`src/rtl/fetch_unit.sv`:
```
// Instruction-fetch front end: holds the PC, fetches one instruction at a time over a
// req/ack port and applies the decoder's PCSrc/Branch verdict when the datapath retires it.
module fetch_unit #(
    parameter logic [31:0] RESET_PC = 32'h0000_0000
) (
    input  logic        clk,
    input  logic        reset,
    output logic        imem_req,
    output logic [31:0] imem_addr,
    input  logic        imem_ack,
    input  logic [31:0] imem_rdata,
    output logic [31:0] instr,
    output logic [5:0]  OpCode,
    output logic [5:0]  Funct,
    output logic        instr_valid,
    output logic [31:0] pc_out,
    output logic [31:0] pc_plus4,
    input  logic        retire,
    input  logic [1:0]  PCSrc,
    input  logic        Branch,
    input  logic        Zero,
    input  logic [31:0] rs_data,
    input  logic [31:0] ext_imm,
    output logic        addr_err,
    output logic [31:0] retired_count,
    output logic        fsm_state
);
    // Handshake: a fetch completes on a cycle where imem_req and imem_ack are both high;
    // imem_addr is held stable for as long as imem_req stays high.
    typedef enum logic {WAIT = 1'b0, HOLD = 1'b1} state_t;

    state_t      state;
    state_t      next_state;
    logic        req_q;
    logic        fetch_done;
    logic        retire_ok;
    logic        addr_err_q;
    logic [31:0] pc;
    logic [31:0] instr_q;
    logic [31:0] next_pc;
    logic [31:0] count_q;

    assign fetch_done = (state == WAIT) && req_q && imem_ack;
    assign retire_ok  = (state == HOLD) && retire;
    assign pc_plus4   = pc + 32'd4;

    always_ff @(posedge clk) begin
        if (reset) begin
            state <= WAIT;
        end else begin
            state <= next_state;
        end
    end

    always_comb begin
        next_state = state;
        case (state)
            WAIT:    if (fetch_done) next_state = HOLD;
            HOLD:    if (retire_ok)  next_state = WAIT;
            default: next_state = WAIT;
        endcase
    end

    always_comb begin
        imem_req      = req_q;
        imem_addr     = pc;
        instr_valid   = (state == HOLD);
        instr         = instr_q;
        OpCode        = instr_q[31:26];
        Funct         = instr_q[5:0];
        pc_out        = pc;
        addr_err      = addr_err_q;
        retired_count = count_q;
        fsm_state     = state;
    end

    always_comb begin
        next_pc = pc_plus4;
        case (PCSrc)
            2'b01: next_pc = {pc_plus4[31:28], instr_q[25:0], 2'b00};
            2'b10: next_pc = {rs_data[31:2], 2'b00};
            2'b00: if (Branch && Zero) next_pc = pc_plus4 + {ext_imm[29:0], 2'b00};
            default: next_pc = pc_plus4;
        endcase
    end

    // The request register stays low for one cycle after reset so the first fetch
    // starts in the second cycle with reset low.
    always_ff @(posedge clk) begin
        if (reset) begin
            pc         <= RESET_PC;
            instr_q    <= 32'd0;
            req_q      <= 1'b0;
            addr_err_q <= 1'b0;
            count_q    <= 32'd0;
        end else begin
            addr_err_q <= 1'b0;
            if (state == WAIT) begin
                req_q <= !fetch_done;
            end else begin
                req_q <= retire_ok;
            end
            if (fetch_done) begin
                instr_q <= imem_rdata;
            end
            if (retire_ok) begin
                pc         <= next_pc;
                count_q    <= count_q + 32'd1;
                addr_err_q <= (PCSrc == 2'b10) && (rs_data[1:0] != 2'b00);
            end
        end
    end
endmodule

```
`config.mk`:
```
export PLATFORM = sky130hd
export DESIGN_NAME = fetch_unit
export DESIGN_NICKNAME = d
export VERILOG_FILES = /design/src/rtl/fetch_unit.sv
export SDC_FILE = /design/constraint.sdc
export NUM_CORES = 1
export LEC_CHECK = 0
export CAP_MARGIN = 20
export CORE_MARGIN = 2
export CORE_UTILIZATION = 45
export DETAILED_ROUTE_END_ITERATION = 8
export PLACE_DENSITY = 0.82
export SLEW_MARGIN = 20
export SYNTH_ARGS = -nofsm -noshare
export SYNTH_HDL_FRONTEND = slang
export SYNTH_SLANG_ARGS = --single-unit
export TNS_END_PERCENT = 20
```
`constraint.sdc`:
```
create_clock -name clk -period 4.2 [get_ports clk]
set_clock_uncertainty 0.15 [all_clocks]
set_input_delay 0.63 -clock clk [delete_from_list [all_inputs] [get_ports clk]]
set_output_delay 0.63 -clock clk [all_outputs]
set_load 0.01 [all_outputs]
```
==> metrics <==
Design Area, Final=10400 µm²; final worst-path cycle share=95.4%; crit path max fanout=7; post-CTS setup buffer count=0; die height=132 µm; PD cells=233 nW/µm²; most frequent cell after synthesis=nand2_1; Core Area=15900 µm²; GP Congestion=0.934; synth unique cells=70; Async SR Flop Fraction=0%; fillers=1378; initial antenna violation count=0; syn avg cell area=7.41 µm²; status=complete, no violations; Port Buffers=271; first-pass GRT wire length=42.4 mm; H-tree levels=3; pre-CTS WS=0.237 ns; Cells after Synth=993; Overflow after GRT=0; row cnt=46; CTS tree=done; die area=17400 µm²; final worst setup slack=0.192 ns; worst hold path type=flip-flop to flip-flop; Worst EP arrival=4.11 ns; number of global-route vias before repair=7743; synth-to-layout area growth=41.1%; # diodes=0; DRC=0; final antenna-violating net count=0; footprint of the multi-input gates=4820 µm²; largest net degree at the start of global routing=95; EDFF count, synth=0; # Max-Cap Violations=0; CTS Buf Count=9; Starting DRT DRC Count=768; kind of critical path=flip-flop to flip-flop; TNS Setup=0 ns; area share of the largest cell type after synthesis=26.4%; Max Freq=249 MHz; Skew-Pair Late Insertion Delay=0.35 ns; Hold Buf Count CTS=0; CTS Root Cell=clkbuf_16; Seq/Total Area, Yosys=26.4%; CTS sink count=97; Final nets=1363; Worst slew margin=29.7%; share of layout cells above drive strength 1=6.44%; Top FF cell, synth=dfxtp_1; # resized after CTS=0; IR drop worst, VDD=0.000213 V; crit start category=flip-flop; most frequent cells after synthesis=nand2_1 (137), a21oi_1 (105), nor2_1 (99), dfxtp_1 (97), o21ai_0 (56); DR WL/cell=19.3 µm; max-slew violations=0; final hold vios=0; CP endpoint kind=flip-flop; total power=2.42 mW; Area contributors post-synth=dfxtp_1 (26%), a21oi_1 (7.1%), nand2_1 (7.0%); Yosys warning total=0; clock slew seen by the registers of the worst setup and hold paths=0.07 ns; flop2flop setup slack=0.19 ns; Pre-antenna DRT Iters=7; critical path required time=4.31 ns; flop and latch count out of synthesis=97; min Tclk post-route=4.01 ns; Max Buffers Root-to-Sink=2; register area=1940 µm²; dpl hpwl=21.4 mm; Synth area leader=dfxtp_1; Leak=3.98 nW; total global-route track usage=30.3%; Detailed Route WL=27.8 mm; io pins=280; Mapped Area=7360 µm²; via/cell ratio=5.86; Starting Density=46.2%; Worst-Margin Slew=1.05 ns; vias post-DR=8451; DP Area=10100 µm²; die width=132 µm; # setup viols final=0
[cell usage in the layout (no fill, tap or decap), types with 24 or more instances in the layout]
cell type	count
a21oi_1	105
buf_4	37
clkdlybuf4s50_1	269
dfxtp_1	97
ha_1	36
nand2_1	137
nand3_1	24
nor2_1	98
nor3_1	26
o21ai_0	55
xnor2_1	37
xor2_1	34
[worst paths after layout]
path	from	to	cells past startpoint
max reg2reg	imem_addr[5]$_SDFFE_PP0P_	imem_addr[26]$_SDFFE_PP0P_	15
max	imem_addr[5]$_SDFFE_PP0P_	imem_addr[26]$_SDFFE_PP0P_	15
min	instr[27]$_SDFFE_PP0P_	instr[27]$_SDFFE_PP0P_	2
min reg2reg	instr[27]$_SDFFE_PP0P_	instr[27]$_SDFFE_PP0P_	2
[worst max-delay path, stage by stage, from the launching register on]
cell	delay, ns
dfxtp_1	0.47
and4_1	0.29
buf_4	0.16
and4_4	0.27
nand2_1	0.09
xnor2_1	0.41
buf_4	0.20
ha_1	0.24
a21oi_1	0.12
o21ai_0	0.11
and2_1	0.21
o21a_1	0.24
o2111ai_2	0.30
a2111oi_0	0.16
a311o_1	0.30
o21ai_0	0.21
[registers in the layout, indices dropped and copies added (netlist names)]
signal / flops
imem_req: 1
fsm_state: 1
instr: 32
retired_count: 32
addr_err: 1
imem_addr: 30
[per-stage QoR]
step	hold WS (ns)	instances	util, %
after floorplan	0.338	998	-
after global placement	0.310	1426	63.1
after detailed placement	0.316	1426	63.1
after CTS	0.328	1442	65.0
after global routing	0.346	1442	65.1
final	0.324	1442	65.1
[cells by family (layout without fill, tap and decap cells)]
family	count (synthesis)	after routing	share of synthesized area [%]
AND/OR/NAND/NOR	385	385	24.5
AO/OA/AOI/OAI	275	275	23.4
buffers and inverters	115	343	8.60
flip-flops	97	97	26.4
XOR/XNOR	74	74	9.01
adder cells (fa/ha/maj)	38	38	6.56
multiplexers	8	8	1.46
other	1	6	0.0510
[layer usage]
metal	part of all wire (%)	routed length [µm]	track usage, %	vias to the layer above
met4	3.1	857	9.30	0
met2	45	12500	48.1	514
met1	41	11400	40.7	3920
li1	-	-	-	3949
met5	0	0	0	-
met3	11	3070	7.46	68
[layout make-up]
class,count,share of cell area [%]
Clock inverter,5,0.434
Clock buffer,11,2.43
Sequential cell,97,18.7
Inverter,20,0.723
Tap cell,216,2.60
Multi-Input combinational cell,786,46.4
Timing Repair Buffer,307,28.7
[power breakdown]
group / switching [mW] / internal, mW
clock: 0.385 / 0.444
combinational: 0.308 / 0.298
sequential: 0.0406 / 0.946
total: 0.733 / 1.69
Note: power is estimated with default switching activity, not from simulation.
